[src/rtl/fifo_skew_seq.sv]
// ============================================================================
// Module   : fifo_skew_seq
// Purpose  : Diagonally skewed column-enable generator for the MMU input FIFOs.
//            The optional stall counter is compiled in by FIFO_SKEW_SEQ_STALL_CNT_EN.
// Revision : 1.0 - initial parametrised release
// ============================================================================
`default_nettype none

module fifo_skew_seq #(
  parameter int WIDTH = 4,
  parameter int LEN_W = 8
) (
  input  logic             clk,
  input  logic             reset,
  input  logic             start,
  input  logic [LEN_W-1:0] len,
  input  logic             stall,
  input  logic             abort,
  output logic [WIDTH-1:0] fifo_en,
  output logic             busy,
  output logic             done
`ifdef FIFO_SKEW_SEQ_STALL_CNT_EN
  ,
  output logic [15:0]      stall_cnt
`endif
);

  typedef enum logic [1:0] {
    IDLE  = 2'd0,
    FEED  = 2'd1,
    DRAIN = 2'd2
  } state_t;

  state_t           r_state, w_state_nxt;
  logic [WIDTH-1:0] r_en, w_en_nxt;
  logic [LEN_W-1:0] r_rem, w_rem_nxt;
  logic             r_busy, w_busy_nxt;
  logic             r_done, w_done_nxt;
  logic             w_accept;
  logic [WIDTH-1:0] w_shift_one;
  logic [WIDTH-1:0] w_shift_zero;

  // A single column has nothing to shift into; the MSB always falls off.
  generate
    if (WIDTH == 1) begin : g_single
      assign w_shift_one  = 1'b1;
      assign w_shift_zero = 1'b0;
    end else begin : g_multi
      assign w_shift_one  = {r_en[WIDTH-2:0], 1'b1};
      assign w_shift_zero = {r_en[WIDTH-2:0], 1'b0};
    end
  endgenerate

  assign w_accept = (r_state == IDLE) && start && !stall && !abort && (len != '0);

  always_comb begin
    w_state_nxt = r_state;
    w_en_nxt    = r_en;
    w_rem_nxt   = r_rem;
    w_busy_nxt  = r_busy;
    w_done_nxt  = 1'b0;
    if (abort && (r_state != IDLE)) begin
      w_state_nxt = IDLE;
      w_en_nxt    = '0;
      w_busy_nxt  = 1'b0;
    end else begin
      case (r_state)
        IDLE: begin
          if (w_accept) begin
            w_en_nxt    = WIDTH'(1);
            w_rem_nxt   = len - LEN_W'(1);
            w_busy_nxt  = 1'b1;
            w_state_nxt = (len != LEN_W'(1)) ? FEED : DRAIN;
          end
        end
        FEED: begin
          if (!stall) begin
            w_en_nxt  = w_shift_one;
            w_rem_nxt = r_rem - LEN_W'(1);
            if (r_rem == LEN_W'(1)) begin
              w_state_nxt = DRAIN;
            end
          end
        end
        DRAIN: begin
          if (!stall) begin
            w_en_nxt = w_shift_zero;
            if (w_shift_zero == '0) begin
              w_state_nxt = IDLE;
              w_busy_nxt  = 1'b0;
              w_done_nxt  = 1'b1;
            end
          end
        end
        default: begin
          w_state_nxt = IDLE;
          w_en_nxt    = '0;
          w_busy_nxt  = 1'b0;
        end
      endcase
    end
  end

  always_ff @(posedge clk) begin
    if (reset) begin
      r_state <= IDLE;
      r_en    <= '0;
      r_rem   <= '0;
      r_busy  <= 1'b0;
      r_done  <= 1'b0;
    end else begin
      r_state <= w_state_nxt;
      r_en    <= w_en_nxt;
      r_rem   <= w_rem_nxt;
      r_busy  <= w_busy_nxt;
      r_done  <= w_done_nxt;
    end
  end

  assign fifo_en = r_en & {WIDTH{~stall}};
  assign busy    = r_busy;
  assign done    = r_done;

`ifdef FIFO_SKEW_SEQ_STALL_CNT_EN
  logic [15:0] r_stall_cnt;

  always_ff @(posedge clk) begin
    if (reset || w_accept) begin
      r_stall_cnt <= '0;
    end else if (r_busy && stall && (r_stall_cnt != 16'hFFFF)) begin
      r_stall_cnt <= r_stall_cnt + 16'd1;
    end
  end

  assign stall_cnt = r_stall_cnt;
`endif

endmodule

`default_nettype wire
[config.mk]
export PLATFORM = sky130hd
export DESIGN_NAME = fifo_skew_seq
export DESIGN_NICKNAME = d
export VERILOG_FILES = /design/src/rtl/fifo_skew_seq.sv
export SDC_FILE = /design/constraint.sdc
export NUM_CORES = 1
export LEC_CHECK = 0
export BUFFER_PORTS_ARGS = -buffer_cell sky130_fd_sc_hd__buf_2
export CORE_MARGIN = 2
export CORE_UTILIZATION = 45
export DETAILED_ROUTE_END_ITERATION = 7
export PLACE_DENSITY = 0.68
export REMOVE_ABC_BUFFERS = 1
export SETUP_SLACK_MARGIN = 0.4
export SYNTH_ARGS = -nofsm -noshare
export SYNTH_HDL_FRONTEND = slang
export SYNTH_SLANG_ARGS = --single-unit
[constraint.sdc]
create_clock -name clk -period 2.48 [get_ports clk]
set_input_delay 0.124 -clock clk [delete_from_list [all_inputs] [get_ports clk]]
set_output_delay 0.124 -clock clk [all_outputs]
set_load 0.01 [all_outputs]
==> impl_results.md, run 1 <==
- Worst path required time: 2.66 ns
- Post-Syn Instances: 150
- Gr busiest metal: met2
- EDFF count, synth: 0
- Tot GR Track Use: 21.2%
- Maximum fanout along the worst path: 12
- Area Overhead vs Synth: 12.2%
- Fillers: 244
- CP Capture Type: flop
- Wire length of the first global-routing pass: 4540 um
- Synth top area cells: dfxtp_1 (29%), a21oi_1 (6.3%), nor2_1 (6.1%)
- TritonCTS Buffers: 3
- Worst Hold Endpoint: r_rem[5]
- Width of the die: 53.7 um
- ANT nets after route: 0
- Critical-path top delay cell: dfxtp_1
- Grt met2 use: 37.2%
- Seq pwr share: 51.0%
- FF-to-FF End: r_rem[2]
- HPWL after detailed placement: 2100 um
- Normalized max-slew margin: 59.4%
- Seq. cell area: 320 sq um
- Yosys Warn Count: 0
- Yosys reg bits: 16
- Die Ht: 53.7 um
- Period minus WS final: 1.87 ns
- Number of global-route vias before repair: 1055
- CP top delay family: compound AO/OA/AOI/OAI gates
- Status: complete, no violations
- I/O pins: 19
- TritonCTS clock tree: yes
- CP Launch Type: flop
- Multi-input combinational cell area: 749 sq um
- Clock root buffer: clkbuf_4
- Critical Path AT: 2.04 ns
- Post-Syn Area: 1110 sq um
- Number of diodes: 0
- Min-delay src: reset
- Crit path largest cell delay: 0.53 ns
- CTS H-Tree Depth: 1
- Clk network pwr share: 24.5%
- Most frequent cells in the layout: nor2_1 (18), buf_2 (18), nand2_1 (17), dfxtp_1 (16), a21oi_1 (14)
- Largest net degree at the start of global routing: 17
- Type of the worst min-delay path: input pin to flop
- Initial Util: 46.1%
- Drc violations: 0
- Layout Nets: 184
- Share of layout cells above drive strength 1: 15.9%
- Pwr dens: 440 nW/um^2
- CTS max path bufs: 2
- M1 GR Usage: 25.7%
- Tcrit/Tclk final: 75.2%
- Max-cap viol count: 0
- Sw Ratio: 32.0%
- Register-to-register path setup slack: 0.61 ns
- CTS sink count: 16
- Final Max Slew Viols: 0
- Synth cell types: 40
- Final setup fails: 0
- Avg Cell Area, Syn: 7.41 sq um
- Clock Latency Late Sink: 0.28 ns
- DR WL/cell: 14.2 um
- GRT met3 Usage: 3.61%
- Starting DRT DRC Count: 38
- Ys flop type: dfxtp_1
- Synth area leader: dfxtp_1
- # port buffers: 18
- Async set or reset register ratio after synthesis: 0%
- Fin util: 51.7%
- GPL Wtd Cong: 0.852
- Core area: 2410 sq um
- Seq/Total Area, Yosys: 28.8%
- Initial antenna violation count: 0
- Die area: 2880 sq um
- NetSw: 176 uW
- Fmax achieved: 536 MHz
- Total grt overflow: 0
- Comb power frac: 24.5%
- Router iterations before antenna repair: 4
- Leakage: 0.475 nW
- Slew at the pin closest to its max-slew limit: 0.601 ns
- Worst Hold Path Cells: 2
- Critical path class: flop to flop
- Post-synth top area share: 28.8%
- Via Count: 1142
- CP cell instances: inv_1 -> a221oi_4 -> o21ai_0 -> a22oi_1 -> nor2_1
- Maximum VDD drop: 0.211 mV
- Worst r2r path cells: 5
- Max Clock Skew: 0.00308 ns
- Setup TNS: 0 ns
- Clk slew on worst S/H paths: 0.09 ns
- Crit path buf inv count: 1
- Worst r2r src: r_state[0]
- Cell Rows: 18
- RSZ-0062 raised after global routing: false
- Vias/cell: 5.89
- Total Wirelength: 2750 um
- P_int: 373 uW
- Final hold violation count: 0
==> worst reg2reg max path: stages, from the launching register on <==
cell and delay [ns]:
dfxtp_1 0.53, inv_1 0.29, a221oi_4 0.51, o21ai_0 0.16
a22oi_1 0.22, nor2_1 0.05
==> worst max path at each step <==
stage,from,end,cells after the start
global route,r_state[0],r_rem[6],4
global placement,r_state[0],r_rem[2],5
CTS,r_state[0],r_rem[6],4
finish,r_state[0],r_rem[2],5
floorplan,r_state[1],r_rem[2],5
detailed placement,r_state[0],r_rem[6],4
==> area by class of cell <==
type	instances	share of cell area [%]
multi-input cells	120	60.1
clock buffers	3	1.81
repair buffers	18	7.23
well taps	30	3.01
inverters	7	2.11
flip-flops and latches	16	25.7
==> Yosys cell counts, drive strengths merged (2+ instances only) <==
library cell	count
dfxtp	16
nor4b	2
a31oi	4
nor3	5
o22ai	2
nor4	2
nand2	17
a22oi	4
nor2	18
nor2b	5
o21a	2
o21ai	11
nand2b	3
xnor2	4
ha	5
inv	7
nand3	3
a21oi	14
o31ai	2
clkbuf	7
==> metal layers <==
layer	wire, um	part of all wire [%]	vias to the layer above
li1	-	-	575
met1	1220	44	518
met2	1360	49	43
met3	135	4.9	6
met4	39	1.4	0
met5	0	0	-
==> what timing repair did <==
action / 4_1_cts / 5_1_grt
hold buffers: 0 / 0
gates resized for setup: 0 / 1
buffers inserted: 0 / 0
setup endpoints to repair: 0 / 3
==> registers in the layout, indices dropped and copies added (netlist names) <==
signal	cells
r_rem	8
r_en	4
r_state	2
done	1
busy	1
==> power groups by stage <==
stage                     Clock (mW)  Sequential [mW]  Combinational, mW
after floorplan                    0            0.283             0.0834
after global placement             0            0.285              0.126
after detailed placement           0            0.285              0.129
after CTS                      0.138            0.279              0.129
after global routing           0.149            0.282              0.150
final                          0.134            0.280              0.134
==> cells by family (layout without fill, tap and decap cells) <==
logic type               count (synthesis)  after routing  synth area share (%)
AO/OA/AOI/OAI                           49             49                  28.2
multiplexers                             1              1                 0.901
adder cells (fa/ha/maj)                  5              5                  5.63
buffers and inverters                   14             28                  4.73
AND/OR/NAND/NOR                         60             60                  27.8
XOR/XNOR                                 5              5                  3.94
flip-flops                              16             16                  28.8
==> stage by stage <==
step                total power, mW  cells  hold slack (ns)  setup WS [ns]  instance area [sq um]
finish                        0.548    194            0.135          0.614                   1250
global route                  0.580    194            0.147          0.434                   1250
CTS                           0.546    194            0.140          0.490                   1230
global placement              0.410    191            0.431          0.624                   1210
floorplan                     0.366    143            0.193          0.853                   1080
detailed placement            0.414    191            0.439          0.509                   1210
Note: power is estimated with default switching activity, not from simulation.
==> run 2: changes to the inputs <==
--- a/config.mk
+++ b/config.mk
@@ -9,7 +9,7 @@
 export CORE_MARGIN = 2
 export CORE_UTILIZATION = 45
 export DETAILED_ROUTE_END_ITERATION = 7
-export PLACE_DENSITY = 0.68
+export PLACE_DENSITY = 0.71
 export REMOVE_ABC_BUFFERS = 1
 export SETUP_SLACK_MARGIN = 0.4
 export SYNTH_ARGS = -nofsm -noshare
==> constraint.sdc (replaced) <==
create_clock -name clk -period 1.7 [get_ports clk]
set_input_delay 0.085 -clock clk [delete_from_list [all_inputs] [get_ports clk]]
set_output_delay 0.085 -clock clk [all_outputs]
set_load 0.01 [all_outputs]
==> run 2 against run 1 <==
Effect of this change: clock power rose by 91%; combinational power rose by 90%; sequential power rose by 45%; sequential cell count did not move; via count rose by 5.3%; worst setup slack got worse by 0.39 ns; clock-buffer cell count rose by 1; non-clock buffer count rose by 14; sequential share of layout area fell by 3.7 points; critical path depth did not move; core utilization rose by 9.5 points; critical path type unchanged.
==> impl_results.md, run 2 (synthesis gave the netlist of run 1 again) <==
- Wire length of the first global-routing pass: 5030 um
- Total grt overflow: 0
- Most frequent cells in the layout: buf_2 (18), nand2_1 (17), nor2_1 (16), dfxtp_1 (14), a21oi_1 (13)
- Sw Ratio: 31.2%
- Fmax achieved: 679 MHz
- Clk network pwr share: 27.9%
- Number of flip-flops under the largest register name: 8
- Final Max Slew Viols: 0
- Fin util: 61.2%
- Core area: 2410 sq um
- # port buffers: 18
- Pre-CTS setup slack: 0.0680 ns
- Area after DPL: 1290 sq um
- Critical Path AT: 1.69 ns
- Final hold violation count: 0
- Critical path class: flop to flop
- CP Capture Type: flop
- Worst Hold Endpoint: r_rem[7]
- Min-delay src: reset
- Router iterations before antenna repair: 4
- Number of diodes: 0
- Drc violations: 0
- CTS H-Tree Depth: 1
- Number of global-route vias before repair: 1161
- Total Wirelength: 2910 um
- Period minus WS final: 1.47 ns
- Max Clock Skew: 0.0128 ns
- Maximum fanout along the worst path: 4
- Status: complete, no violations
- Min Hold Slack: 0.104 ns
- Clock root buffer: clkbuf_4
- Normalized max-slew margin: 75.6%
- Type of the worst min-delay path: input pin to flop
- Cell Rows: 18
- TritonCTS clock tree: yes
- Seq pwr share: 44.2%
- DR WL/cell: 13.9 um
- HPWL after detailed placement: 2130 um
- Layout Nets: 198
- RSZ-0062 raised after global routing: true
- ANT nets after route: 0
- Largest net degree at the start of global routing: 16
- Initial Util: 46.1%
- FF-to-FF End: r_rem[4]
- Via Count: 1203
- Starting DRT DRC Count: 28
- Placed Cells: 202
- Tot GR Track Use: 23.8%
- Max-cap viol count: 0
- Leakage: 0.572 nW
- Clk slew on worst S/H paths: 0.10 ns
- Design area: 1480 sq um
- Setup TNS: 0 ns
- Final Total Pwr: 918 uW
- Setup ws final: 0.228 ns
- Comb power frac: 27.8%
- CTS sink count: 16
- Register-to-register path setup slack: 0.23 ns
- Worst Hold Path Cells: 2
- Area Overhead vs Synth: 32.8%
- Clock Latency Late Sink: 0.30 ns
- P_int: 631 uW
- Tcrit/Tclk final: 86.6%
- I/O pins: 19
- Slew at the pin closest to its max-slew limit: 0.364 ns
- Vias/cell: 5.76
- Commonest non-fill, non-tap cell in the layout: buf_2
- Width of the die: 53.7 um
- Die Ht: 53.7 um
- Pwr dens: 622 nW/um^2
- CTS max path bufs: 2
- Die area: 2880 sq um
- Worst path required time: 1.92 ns
- CP Launch Type: flop
- GPL Wtd Cong: 0.876
- Final setup fails: 0
- Initial antenna violation count: 0
- Fillers: 218
- Fin cells: 209
- TritonCTS Buffers: 3
- Maximum VDD drop: 0.580 mV
- Biggest register: r_rem
- Largest registers: r_rem x8, r_en x4, r_state x2
- NetSw: 287 uW
- Worst r2r src: r_state[1]
- Share of layout cells above drive strength 1: 31.8%
- Worst r2r path cells: 5
-- run 2: power groups by stage --
stage	clock network [mW]	registers [mW]	logic [mW]
4_1_cts	0.266	0.404	0.246
2_1_floorplan	0	0.413	0.122
5_1_grt	0.283	0.408	0.280
6_report	0.256	0.406	0.255
3_5_place_dp	0	0.412	0.214
3_3_place_gp	0	0.411	0.209
-- run 2: how the worst max path moves through the flow --
stage	cells past startpoint	to	slack (ns)	from
final	5	r_rem[4]	0.23	r_state[1]
after floorplan	5	r_rem[2]	0.07	r_state[1]
after detailed placement	7	r_state[1]	0.07	len[1]
after global placement	7	r_rem[6]	0.17	len[1]
after CTS	5	r_rem[5]	0.25	r_state[1]
after global routing	5	r_rem[2]	0.16	r_state[1]
-- run 2: timing repair --
item,4_1_cts,5_1_grt
setup endpoints to repair,16,16
hold buffers,0,0
setup buffers,3,0
cloned,0,0
gates resized for setup,23,4
pin swaps,8,2
-- run 2: layer usage --
metal / global-route usage, % / up-vias / wire, um
li1: - / 600 / -
met1: 27.6 / 563 / 1260
met2: 42.1 / 38 / 1480
met3: 5.56 / 2 / 167
met4: 8.55 / 0 / 13
met5: 0 / - / 0
-- run 2: layout make-up --
type / instances / area, sq um / share of cell area [%]
clock buffer: 4 / 36.3 / 2.46
inverter: 7 / 26.3 / 1.78
timing repair buffer: 32 / 203 / 13.7
multi-input combinational: 120 / 847 / 57.4
sequential: 16 / 325 / 22.1
tap: 30 / 37.5 / 2.54
-- run 2: critical path, stage by stage (launching register included) --
cell and delay, ns:
dfxtp_2 0.33, or3_4 0.40, a221oi_4 0.27, nand2b_1 0.14
buf_4 0.16, o22ai_1 0.09
